$ cat config.mk
export PLATFORM = sky130hd
export DESIGN_NAME = signal_shrink_flat
export DESIGN_NICKNAME = d
export VERILOG_FILES = /design/src/rtl/signal_shrink_if.sv /design/src/rtl/signal_shrink.sv /design/src/flat_wrapper.sv
export SDC_FILE = /design/constraint.sdc
export NUM_CORES = 1
export LEC_CHECK = 0
export CAP_MARGIN = 30
export CORE_AREA = 3 3 43 45
export DETAILED_ROUTE_END_ITERATION = 16
export DIE_AREA = 0 0 46 48
export GPL_TIMING_DRIVEN = 0
export PLACE_DENSITY = 0.61
export SETUP_SLACK_MARGIN = 0.3
export SYNTH_ARGS = -nofsm -noshare
export SYNTH_HDL_FRONTEND = slang
export SYNTH_SLANG_ARGS = --single-unit
$ cat constraint.sdc
create_clock -name i_clk -period 2.7 [get_ports i_clk]
set_clock_uncertainty 0.1 [all_clocks]
set_input_delay 0.54 -clock i_clk [delete_from_list [all_inputs] [get_ports i_clk]]
set_output_delay 0.54 -clock i_clk [all_outputs]
set_load 0.005 [all_outputs]
$ cat src/rtl/signal_shrink_if.sv
// signal_shrink_if: the event-side signals of signal_shrink, grouped into one bundle.
//   master : the source of the stretched level. It drives i_vld and i_vld_data
//            and observes the response pulses.
//   slave  : the shrinker itself. It receives i_vld and i_vld_data and drives
//            o_vld, o_vld_data, o_err_short, o_err_long, o_err_data and o_busy.
interface signal_shrink_if;
  logic i_vld;
  logic i_vld_data;
  logic o_vld;
  logic o_vld_data;
  logic o_err_short;
  logic o_err_long;
  logic o_err_data;
  logic o_busy;

  modport master (
    output i_vld, i_vld_data,
    input  o_vld, o_vld_data, o_err_short, o_err_long, o_err_data, o_busy
  );

  modport slave (
    input  i_vld, i_vld_data,
    output o_vld, o_vld_data, o_err_short, o_err_long, o_err_data, o_busy
  );
endinterface

$ cat src/rtl/signal_shrink.sv
// signal_shrink: receive-side pulse shrinker.
//
// The block measures the width of each high level on i_vld. A level whose width
// lies within [MIN_CYC_NUM, MAX_CYC_NUM] collapses into one single-cycle o_vld
// pulse. That pulse carries the data bit sampled in the first high cycle.
// Widths outside that range produce one-cycle pulses on o_err_short or
// o_err_long instead. All outputs are registered.
//
// Ports:
//   i_clk   : clock
//   i_rst_n : synchronous active-low reset
//   bus     : signal_shrink_if.slave, which carries these signals:
//             i_vld, i_vld_data   stretched level and its data bit
//             o_vld, o_vld_data   accepted-event pulse and its data
//             o_err_short         level ended with width < MIN_CYC_NUM
//             o_err_long          level width exceeded MAX_CYC_NUM
//             o_err_data          data changed within a valid-width level
//             o_busy              a level is being measured
//
// Optional feature: macro SIGNAL_SHRINK_DATA_CHK_EN.
//   When it is defined, the block tracks data changes within a level. A level of
//   valid width whose data changed reports o_err_data instead of o_vld.
//   When it is undefined, o_err_data is tied to 0.
module signal_shrink #(
  parameter int MIN_CYC_NUM = 12,
  parameter int MAX_CYC_NUM = 24
) (
  input  logic            i_clk,
  input  logic            i_rst_n,
  signal_shrink_if.slave  bus
);

  localparam int CNT_W = $clog2(MAX_CYC_NUM + 2);
  localparam logic [CNT_W-1:0] MIN_C = CNT_W'(MIN_CYC_NUM);
  localparam logic [CNT_W-1:0] MAX_C = CNT_W'(MAX_CYC_NUM);

  // WAIT_LOW is the reset state. A level that is already high when reset
  // releases therefore never counts as an event.
  typedef enum logic [1:0] {WAIT_LOW, IDLE, HIGH} state_t;

  state_t           state_q, state_d;
  logic [CNT_W-1:0] cnt_q, cnt_d;
  logic             data_cap_q, data_cap_d;
  logic             vld_q, vld_d;
  logic             vld_data_q, vld_data_d;
  logic             err_short_q, err_short_d;
  logic             err_long_q, err_long_d;
  logic             busy_q, busy_d;
`ifdef SIGNAL_SHRINK_DATA_CHK_EN
  logic             mism_q, mism_d;
  logic             err_data_q, err_data_d;
`endif

  always_comb begin
    state_d     = state_q;
    cnt_d       = cnt_q;
    data_cap_d  = data_cap_q;
    vld_d       = 1'b0;
    vld_data_d  = 1'b0;
    err_short_d = 1'b0;
    err_long_d  = 1'b0;
`ifdef SIGNAL_SHRINK_DATA_CHK_EN
    mism_d      = mism_q;
    err_data_d  = 1'b0;
`endif
    unique case (state_q)
      WAIT_LOW: begin
        if (!bus.i_vld) state_d = IDLE;
      end
      IDLE: begin
        if (bus.i_vld) begin
          state_d    = HIGH;
          cnt_d      = CNT_W'(1);
          data_cap_d = bus.i_vld_data;
`ifdef SIGNAL_SHRINK_DATA_CHK_EN
          mism_d     = 1'b0;
`endif
        end
      end
      HIGH: begin
        if (bus.i_vld) begin
          if (cnt_q < MAX_C) begin
            cnt_d  = cnt_q + CNT_W'(1);
`ifdef SIGNAL_SHRINK_DATA_CHK_EN
            mism_d = mism_q | (bus.i_vld_data != data_cap_q);
`endif
          end else begin
            // This is high sample MAX+1. Report the error now. WAIT_LOW then
            // absorbs the rest of the level without a second pulse.
            err_long_d = 1'b1;
            state_d    = WAIT_LOW;
          end
        end else begin
          state_d = IDLE;
          if (cnt_q < MIN_C) begin
            err_short_d = 1'b1;
          end else begin
`ifdef SIGNAL_SHRINK_DATA_CHK_EN
            if (mism_q) begin
              err_data_d = 1'b1;
            end else begin
              vld_d      = 1'b1;
              vld_data_d = data_cap_q;
            end
`else
            vld_d      = 1'b1;
            vld_data_d = data_cap_q;
`endif
          end
        end
      end
      default: state_d = WAIT_LOW;
    endcase
    busy_d = (state_d == HIGH);
  end

  // Control and output registers.
  always_ff @(posedge i_clk) begin
    if (!i_rst_n) begin
      state_q     <= WAIT_LOW;
      cnt_q       <= '0;
      vld_q       <= 1'b0;
      vld_data_q  <= 1'b0;
      err_short_q <= 1'b0;
      err_long_q  <= 1'b0;
      busy_q      <= 1'b0;
`ifdef SIGNAL_SHRINK_DATA_CHK_EN
      mism_q      <= 1'b0;
      err_data_q  <= 1'b0;
`endif
    end else begin
      state_q     <= state_d;
      cnt_q       <= cnt_d;
      vld_q       <= vld_d;
      vld_data_q  <= vld_data_d;
      err_short_q <= err_short_d;
      err_long_q  <= err_long_d;
      busy_q      <= busy_d;
`ifdef SIGNAL_SHRINK_DATA_CHK_EN
      mism_q      <= mism_d;
      err_data_q  <= err_data_d;
`endif
    end
  end

  // Captured data bit. It is only read while in HIGH, so it needs no reset.
  always_ff @(posedge i_clk) begin
    data_cap_q <= data_cap_d;
  end

  assign bus.o_vld       = vld_q;
  assign bus.o_vld_data  = vld_data_q;
  assign bus.o_err_short = err_short_q;
  assign bus.o_err_long  = err_long_q;
  assign bus.o_busy      = busy_q;
`ifdef SIGNAL_SHRINK_DATA_CHK_EN
  assign bus.o_err_data  = err_data_q;
`else
  assign bus.o_err_data  = 1'b0;
`endif

endmodule

$ cat src/flat_wrapper.sv
// flat-port wrapper written by rule: the top's interface ports become plain ports
module signal_shrink_flat 
#(
  parameter int MIN_CYC_NUM = 12,
  parameter int MAX_CYC_NUM = 24
)
  (i_clk, i_rst_n, bus_i_vld, bus_i_vld_data, bus_o_vld, bus_o_vld_data, bus_o_err_short, bus_o_err_long, bus_o_err_data, bus_o_busy);
  signal_shrink_if bus_i ();
  input  logic i_clk;
  input  logic i_rst_n;
  input wire logic [$bits(bus_i.i_vld)-1:0] bus_i_vld;
  input wire logic [$bits(bus_i.i_vld_data)-1:0] bus_i_vld_data;
  output wire logic [$bits(bus_i.o_vld)-1:0] bus_o_vld;
  output wire logic [$bits(bus_i.o_vld_data)-1:0] bus_o_vld_data;
  output wire logic [$bits(bus_i.o_err_short)-1:0] bus_o_err_short;
  output wire logic [$bits(bus_i.o_err_long)-1:0] bus_o_err_long;
  output wire logic [$bits(bus_i.o_err_data)-1:0] bus_o_err_data;
  output wire logic [$bits(bus_i.o_busy)-1:0] bus_o_busy;
  assign bus_i.i_vld = bus_i_vld;
  assign bus_i.i_vld_data = bus_i_vld_data;
  assign bus_o_vld = bus_i.o_vld;
  assign bus_o_vld_data = bus_i.o_vld_data;
  assign bus_o_err_short = bus_i.o_err_short;
  assign bus_o_err_long = bus_i.o_err_long;
  assign bus_o_err_data = bus_i.o_err_data;
  assign bus_o_busy = bus_i.o_busy;
  signal_shrink #(.MIN_CYC_NUM(MIN_CYC_NUM), .MAX_CYC_NUM(MAX_CYC_NUM)) u_core (.i_clk(i_clk), .i_rst_n(i_rst_n), .bus(bus_i));
endmodule
==> results_dict.tcl, run 1 <==
set metrics [dict create \
    status "completed" \
    die_w_um 46 \
    path_clk_slew_ns 0.08 \
    synth.top_cell.area_share_pct 45.4 \
    cts_tree "done" \
    synth-compound-area-share_pct 12.8 \
    synth_most_common_cell "dfxtp_1" \
    yosys.area_share.simple_pct 30.3 \
    postCtsHoldBufs 0 \
    reg2reg_depth 4 \
    post-route-period-util_pct 63.2 \
    antenna_found_initial 0 \
    setup_violations 0 \
    synthAdderAreaFrac_pct 2.36 \
    wl_um 861 \
    dr_total_vias 386 \
    leakagePower_nw 0.227 \
    critical_path.cell_chain "clkdlybuf4s50_1" \
    setup_ws_ns 0.993 \
    fillers 153 \
    rrSetupSlack_ns 1.34 \
    final_max_slew_viol_count 0 \
    critPathCaptureType "output port" \
    start_util_pct 35.1 \
    r2r-end "u_core.cnt_q[2]" \
    syn_area_per_cell_um2 9.29 \
    clockBufferDepth 2 \
    yosys_warnings 0 \
    first_global_vias 326 \
    area_delta_synth_final_pct 20.1 \
    fmax_mhz 586 \
    core_area_mm2 0.00151 \
    synth_area_um2 529 \
    cts_buffers 3 \
    wl_per_cell_um 10.4 \
    power_density_mw_per_mm2 532 \
    arrival_ns 1.07 \
    synthDistinctLibCells 24 \
    drtAntennaViolNets 0 \
    viasPerCell 4.65 \
    dpl_worst_slack_ns 1.12 \
    synthArstFlopShare_pct 0 \
    grt.overflow.total 0 \
    yosys.area.top_type "dfxtp_1" \
    vdd_ir_drop_max_v 0.000273 \
    cp_slowest_cell "clkdlybuf4s50_1" \
    n_antenna_cell 0 \
    gp_congestion 0.783 \
    cts_root_buffer "clkbuf_4" \
    rsz0062_at_grt "false" \
    fp.dieH_um 48 \
    hold_path.class "reg -> reg" \
    synthXorXnorAreaFrac_pct 0 \
    rr_startpoint "u_core.state_q[0]" \
    drc 0 \
    portBuffers 6 \
    grt_pass1_wl_um 1450 \
    cts_htree_levels 1 \
    num_io_pins 10 \
    synth_top_family_by_area "simple AND/OR/NAND/NOR gates" \
    synth_edf_count 1 \
    dr.pass1.iters 4 \
    cp_top_family "buffers and inverters" \
    maxCapViolations 0 \
    whs_ns 0.363 \
    rows 14 \
    post_cts_resized 0 \
    worstHoldStart "u_core.data_cap_q" \
    hpwl_um 663 \
    synth.area.mux_share_pct 0 \
    crit_path_start_kind "register" \
    path_buf_inv 1 \
    hold_path_end "u_core.bus.o_vld_data" \
    drt_iter0_drc 4 \
    fin_crit_ns 1.71 \
    synthFlopType "dfxtp_1" \
    synthTopCellsByArea "dfxtp_1, edfxtp_1, nand3_1" \
    dieArea_mm2 0.00221 \
    max_stage_delay_ns 0.49 \
    tns_ns 0 \
    synth-seq-cells 13 \
    finalHoldViolCount 0 \
    cts.sinks 13 \
    required_ns 2.06 \
    drive_gt1_share_pct 11.9 \
    criticalPathCategory "reg -> out" \
    ys_top_cells_by_count "dfxtp_1, nand2_1, nand3_1" \
    grt_start_max_net_pins 10 \
    critPathMaxFanout 1 \
    ys_seq_area_share_pct 51.1 \
    postCtsSetupRepairBufs 0 \
    grt.total_usage_pct 9.84 \
    syn_nets 62 \
    nNetsFinal 73 \
    postSynthCellCount 57 \
    power.total_mw 0.338 \
    min_path_cells 1 \
    clk_latency_ns 0.27 \
]
-- flip-flops by register name (all words and copies together) (netlist names) --
register,flops
u_core.bus.o_busy,1
u_core.bus.o_vld,1
u_core.bus.o_vld_data,1
u_core.bus.o_err_long,1
u_core.state_q,2
u_core.cnt_q,5
u_core.bus.o_err_short,1
u_core.data_cap_q,1
-- worst max path at each step --
stage / end / depth (start not counted) / slack [ns] / from
floorplan: u_core.cnt_q[3] / 4 / 1.25 / bus_i_vld
global placement: u_core.cnt_q[3] / 4 / 1.14 / bus_i_vld
detailed placement: u_core.cnt_q[3] / 4 / 1.12 / bus_i_vld
CTS: bus_o_busy / 1 / 0.98 / u_core.bus.o_busy
global route: bus_o_busy / 1 / 0.94 / u_core.bus.o_busy
finish: bus_o_busy / 1 / 0.99 / u_core.bus.o_busy
-- where the power goes --
group / switching, mW / internal, mW / total, mW
sequential: 0.00289 / 0.198 / 0.201
clock: 0.0576 / 0.0572 / 0.115
combinational: 0.0120 / 0.0108 / 0.0228
total: 0.0725 / 0.266 / 0.338
-- routing by layer --
metal  global-route usage [%]  part of all wire, %  up-vias
li1                         -                    -      213
met1                     12.2                   47      159
met2                     13.5                   44       12
met3                     6.77                  7.9        2
met4                     3.41                 0.93        0
met5                        0                    0        -
-- metrics by stage --
stage | instance area [um^2] | instances | util, %
floorplan | 529 | 57 | -
global placement | 609 | 79 | 40.4
detailed placement | 609 | 79 | 40.4
CTS | 636 | 83 | 42.2
global route | 636 | 83 | 42.2
finish | 636 | 83 | 42.2
-- kinds of logic (layout without fill, tap and decap cells) --
logic type	Yosys count	after routing
AND/OR/NAND/NOR	29	29
flip-flops	13	13
other	1	1
buffers and inverters	3	13
AO/OA/AOI/OAI	10	10
adder cells (fa/ha/maj)	1	1
-- placed cells by master, fill, tap and decap left out, types with 2 or more instances in the layout --
master and n:
nand2_1 6, nand2b_1 2, o21ai_0 3, dfxtp_1 12
nor2_1 4, clkdlybuf4s50_1 6, clkbuf_1 3, clkbuf_4 3
nand3_1 5, a21oi_1 4, nor2b_1 3, or3_1 2
-- area by class of cell --
cell class / instances / area [um^2] / area share (%)
buffer: 3 / 15.0 / 2.36
clock buffer: 4 / 26.3 / 4.13
multi-input combinational: 41 / 244 / 38.4
sequential: 13 / 270 / 42.5
tap: 16 / 20.0 / 3.15
timing repair buffer: 6 / 60.1 / 9.45
Power figures use the tool's default switching activity.
==> inputs of run 2 (changes only) <==
--- a/config.mk
+++ b/config.mk
@@ -10,7 +10,7 @@
 export DETAILED_ROUTE_END_ITERATION = 16
 export DIE_AREA = 0 0 46 48
 export GPL_TIMING_DRIVEN = 0
-export PLACE_DENSITY = 0.61
+export PLACE_DENSITY = 0.63
 export SETUP_SLACK_MARGIN = 0.3
 export SYNTH_ARGS = -nofsm -noshare
 export SYNTH_HDL_FRONTEND = slang
==> constraint.sdc (replaced) <==
create_clock -name i_clk -period 1.5 [get_ports i_clk]
set_clock_uncertainty 0.1 [all_clocks]
set_input_delay 0.3 -clock i_clk [delete_from_list [all_inputs] [get_ports i_clk]]
set_output_delay 0.3 -clock i_clk [all_outputs]
set_load 0.005 [all_outputs]
==> run 2 against run 1 <==
  * Die area stayed put
  * Register-to-register slack worse by 1.1 ns
  * Sequential share of layout area increased by 0.90 points
  * Worst hold slack worse by 0.12 ns
  * Design area grew 0.20%
  * Flip-flop and latch count stayed put
  * Global-route usage rose by 0.47 points
==> results_dict.tcl, run 2 (synthesized netlist as in run 1, its figures left out) <==
set metrics [dict create \
    use_met2_pct 14.8 \
    met1_usage_pct 9.68 \
    grt_start_max_net_pins 10 \
    nNetsFinal 75 \
    n_antenna_cell 0 \
    layout_commonest_cell "dfxtp_1" \
    postCtsHoldBufs 0 \
    met3_usage_pct 6.77 \
    power_density_mw_per_mm2 974 \
    largest_reg_flops 5 \
    setup_violations 0 \
    cts_htree_levels 1 \
    portBuffers 6 \
    finalHoldViolCount 0 \
    vdd_ir_drop_max_v 0.000512 \
    fillers 154 \
    dr_total_vias 407 \
    start_util_pct 35.1 \
    hpwl_um 625 \
    wl_per_cell_um 10.5 \
    final_max_slew_viol_count 0 \
    p_sw_mw 0.139 \
    die_w_um 46 \
    drc 0 \
    reg_top3 "u_core.cnt_q x5, u_core.state_q x2" \
    arrival_ns 1.39 \
    fp.dieH_um 48 \
    cp_top_family "simple AND/OR/NAND/NOR gates" \
    power.total_mw 0.621 \
    grt.overflow.total 0 \
    rsz0062_at_grt "true" \
    finalNonFillerCells 85 \
    multi_input_area_um2 248 \
    crit_path_start_kind "register" \
    viasPerCell 4.79 \
    cp_slowest_cell "dfxtp_2" \
    fin_crit_ns 1.27 \
    grt_pass1_wl_um 1430 \
    rows 14 \
    dpl_worst_slack_ns 0.228 \
    setup_ws_ns 0.227 \
    p_int_mw 0.482 \
    antenna_found_initial 0 \
    cts_tree "done" \
    maxCapViolations 0 \
    gp_congestion 0.744 \
    tns_ns 0 \
    wl_um 896 \
    critical_path.cell_chain "and2b_4 -> a21oi_4 -> or3_1 -> a21oi_2" \
    path_buf_inv 0 \
    num_io_pins 10 \
    layout.area.seq_um2 277 \
    cts_root_buffer "clkbuf_4" \
    p_comb_share_pct 7.2 \
    pwr-share-clk_pct 34.6 \
    dieArea_mm2 0.00221 \
    final_cell_mix "dfxtp_1, clkbuf_2, nand2_1" \
    grt-busiest-layer "met2" \
    dr.pass1.iters 2 \
    cts_buffers 3 \
    area_delta_synth_final_pct 20.3 \
    cts.sinks 13 \
    critPathCaptureType "register" \
    grt.total_usage_pct 10.3 \
    dpl.cell_count 79 \
    post-route-period-util_pct 84.8 \
    drtAntennaViolNets 0 \
    leakagePower_nw 0.248 \
    drt_iter0_drc 4 \
    hold_path.class "in -> reg" \
    status "completed" \
    clk_latency_ns 0.28 \
    max_stage_delay_ns 0.33 \
    top_register "u_core.cnt_q" \
    core_area_mm2 0.00151 \
    clockBufferDepth 2 \
    required_ns 1.61 \
    drive_gt1_share_pct 31.9 \
    swShare_pct 22.4 \
    critPathMaxFanout 6 \
    path_clk_slew_ns 0.07 \
    first_global_vias 364 \
    fmax_mhz 786 \
    pwr-share-seq_pct 58.2 \
    criticalPathCategory "reg -> reg" \
]
## run 2: cell types whose count changed in the layout (fill, tap and decap cells not counted), sizes merged
cell	delta
clkbuf	+5
clkdlybuf4s50	-5
buf	+2
## run 2: stage by stage
| stage | hold slack [ns] | utilization [%] | cell area (um^2) |
|---|---|---|---|
| CTS | 0.229 | 43.3 | 652 |
| finish | 0.242 | 42.3 | 637 |
| global route | 0.253 | 42.3 | 637 |
| global placement | 0.327 | 40.5 | 611 |
| detailed placement | 0.337 | 40.5 | 611 |
| floorplan | 0.299 | - | 531 |
## run 2: worst reg2reg max path, cell delays in order, from the launching register on
cell and delay (ns):
dfxtp_2 0.33, and2b_4 0.28, a21oi_4 0.07, or3_1 0.32, a21oi_2 0.11
## run 2: metal layers
layer | vias to the layer above | routed length, um
li1 | 218 | -
met1 | 174 | 412
met2 | 10 | 386
met3 | 5 | 64
met4 | 0 | 32
met5 | - | 0
## run 2: repair_timing
item                       in CTS  in global routing
setup endpoints to repair       8                 12
gates resized for setup        10                 11
pin swaps                       0                  1
cloned                          0                  0
hold endpoints to repair        0                  0
setup buffers                   2                  0
## run 2: final cells by class
cell class / instances / share of cell area (%)
flip-flops and latches: 13 / 43.4
multi-input cells: 41 / 38.9
repair buffers: 8 / 7.86
clock buffers: 4 / 4.13
well taps: 16 / 3.14
plain buffers: 3 / 2.55
## run 2: worst paths after layout
| kind | startpoint | to | slack [ns] | cells past startpoint |
|---|---|---|---|---|
| worst max-delay path | u_core.state_q[0] | u_core.cnt_q[3] | 0.23 | 4 |
| worst min-delay path | bus_i_vld | u_core.bus.o_err_long | 0.24 | 3 |
| worst max register to register | u_core.state_q[0] | u_core.cnt_q[3] | 0.23 | 4 |
| worst min register to register | u_core.state_q[0] | u_core.state_q[0] | 0.33 | 1 |
## run 2: power groups by stage
| stage | sequential (mW) | combinational [mW] | clock [mW] |
|---|---|---|---|
| finish | 0.361 | 0.0450 | 0.215 |
| detailed placement | 0.368 | 0.0418 | 0 |
| CTS | 0.360 | 0.0452 | 0.227 |
| global placement | 0.368 | 0.0413 | 0 |
| global route | 0.362 | 0.0505 | 0.243 |
| floorplan | 0.368 | 0.0307 | 0 |
==> inputs of run 3 (changes only) <==
--- a/config.mk
+++ b/config.mk
@@ -10,7 +10,7 @@
 export DETAILED_ROUTE_END_ITERATION = 16
 export DIE_AREA = 0 0 46 48
 export GPL_TIMING_DRIVEN = 0
-export PLACE_DENSITY = 0.63
+export PLACE_DENSITY = 0.61
 export SETUP_SLACK_MARGIN = 0.3
 export SYNTH_ARGS = -nofsm -noshare
 export SYNTH_HDL_FRONTEND = slang
==> constraint.sdc (replaced) <==
create_clock -name i_clk -period 1.35 [get_ports i_clk]
set_clock_uncertainty 0.1 [all_clocks]
set_input_delay 0.27 -clock i_clk [delete_from_list [all_inputs] [get_ports i_clk]]
set_output_delay 0.27 -clock i_clk [all_outputs]
set_load 0.005 [all_outputs]
==> run 3 against run 2 <==
  * Routed wire length up 4.0%
  * Fmax grew 1.5%
  * Critical path depth did not move
  * Critical endpoint unchanged
  * Design area up 4.5%
==> results_dict.tcl, run 3 (synthesized netlist as in run 1, its figures left out) <==
set metrics [dict create \
    status "completed" \
    fmax_mhz 797 \
    critPathMaxFanout 6 \
    n_antenna_cell 0 \
    die_w_um 46 \
    maxCapViolations 0 \
    cts.sinks 13 \
    wl_um 932 \
    fin_crit_ns 1.25 \
    portBuffers 6 \
    multi_input_area_um2 246 \
    reg_top3 "u_core.cnt_q x5, u_core.state_q x2" \
    cts_htree_levels 1 \
    cts_root_buffer "clkbuf_4" \
    dr_total_vias 426 \
    fillers 149 \
    drtAntennaViolNets 0 \
    grt_pass1_wl_um 1350 \
    critPathCaptureType "register" \
    pwr-share-clk_pct 33.6 \
    pwr-share-seq_pct 57.8 \
    drt_iter0_drc 5 \
    viasPerCell 4.79 \
    clockBufferDepth 2 \
    first_global_vias 359 \
    largest_reg_flops 5 \
    num_io_pins 10 \
    whs_ns 0.252 \
    cts_tree "done" \
    grt.overflow.total 0 \
    leakagePower_nw 0.272 \
    criticalPathCategory "reg -> reg" \
    gp_congestion 0.717 \
    post-route-period-util_pct 92.9 \
    tns_ns 0 \
    rsz0062_at_grt "true" \
    swShare_pct 21.6 \
    p_sw_mw 0.150 \
    rows 14 \
    required_ns 1.45 \
    layout_commonest_cell "dfxtp_1" \
    drc 0 \
    wl_per_cell_um 10.5 \
    area_delta_synth_final_pct 25.8 \
    vdd_ir_drop_max_v 0.000519 \
    dr.pass1.iters 2 \
    power_density_mw_per_mm2 1040 \
    cts_buffers 3 \
    core_area_mm2 0.00151 \
    dieArea_mm2 0.00221 \
    clk_latency_ns 0.27 \
    layout.area.seq_um2 274 \
    nNetsFinal 79 \
    path_clk_slew_ns 0.08 \
    finalHoldViolCount 0 \
    arrival_ns 1.35 \
    final_cell_mix "dfxtp_1, buf_4, nand2_1, nand3_1, buf_2" \
    top_register "u_core.cnt_q" \
    grt.total_usage_pct 9.00 \
    hold_path.class "in -> reg" \
    p_int_mw 0.542 \
    final_max_slew_viol_count 0 \
    hpwl_um 605 \
    grt_start_max_net_pins 10 \
    p_comb_share_pct 8.6 \
    setup_violations 0 \
    crit_path_start_kind "register" \
    start_util_pct 35.1 \
    fp.dieH_um 48 \
    drive_gt1_share_pct 31.5 \
    antenna_found_initial 0 \
]
run 3: cell count changes in the layout (fill, tap and decap cells not counted), sizes merged:
cell	before	now
buf	3	12
clkbuf	11	6
run 3: worst max-delay path, stage by stage, from the launching register on:
cell,delay [ns]
dfxtp_2,0.33
and2b_4,0.26
a21oi_4,0.07
or3_1,0.30
a21oi_1,0.12
run 3: final cells by class:
| class | count | share of cell area [%] |
|---|---|---|
| flip-flops and latches | 13 | 41.2 |
| multi-input cells | 41 | 37.0 |
| repair buffers | 12 | 12.6 |
| clock buffers | 4 | 3.95 |
| well taps | 16 | 3.01 |
| plain buffers | 3 | 2.26 |
run 3: per-layer routing:
layer / GRT usage [%] / vias up / part of all wire, %
met5: 0 / - / 0
met2: 14.0 / 11 / 48
met4: 1.70 / 0 / 0
met3: 6.77 / 0 / 7.7
li1: - / 226 / -
met1: 9.93 / 189 / 44
run 3: timing repair:
item,CTS,global route
endpoints found under the setup margin,13,16
pin swaps,2,1
resized for setup,18,6
setup buffers,3,3
hold buffers,0,0
run 3: path summary, 6_finish.rpt:
path,cells past startpoint,from,end,slack (ns)
setup / recovery,4,u_core.state_q[0],u_core.cnt_q[3],0.1
hold / removal,3,i_rst_n,u_core.state_q[0],0.25
setup reg to reg,4,u_core.state_q[0],u_core.cnt_q[3],0.1
hold reg to reg,1,u_core.state_q[0],u_core.state_q[0],0.33
run 3: through the flow:
step / instance area, um^2 / setup WS (ns) / total power, mW / util [%] / std cells
after floorplan: 531 / 0.142 / 0.442 / - / 57
after CTS: 639 / 0.0899 / 0.692 / 42.4 / 86
after global placement: 611 / 0.0371 / 0.455 / 40.5 / 79
after global routing: 666 / 0.0125 / 0.732 / 44.2 / 89
final: 666 / 0.0959 / 0.692 / 44.2 / 89
after detailed placement: 611 / 0.00885 / 0.455 / 40.5 / 79
run 3: power groups by stage:
stage / clock, mW / sequential (mW) / combinational [mW]
6_report: 0.232 / 0.400 / 0.0595
3_3_place_gp: 0 / 0.409 / 0.0453
5_1_grt: 0.265 / 0.401 / 0.0660
2_1_floorplan: 0 / 0.409 / 0.0337
4_1_cts: 0.241 / 0.401 / 0.0502
3_5_place_dp: 0 / 0.409 / 0.0454
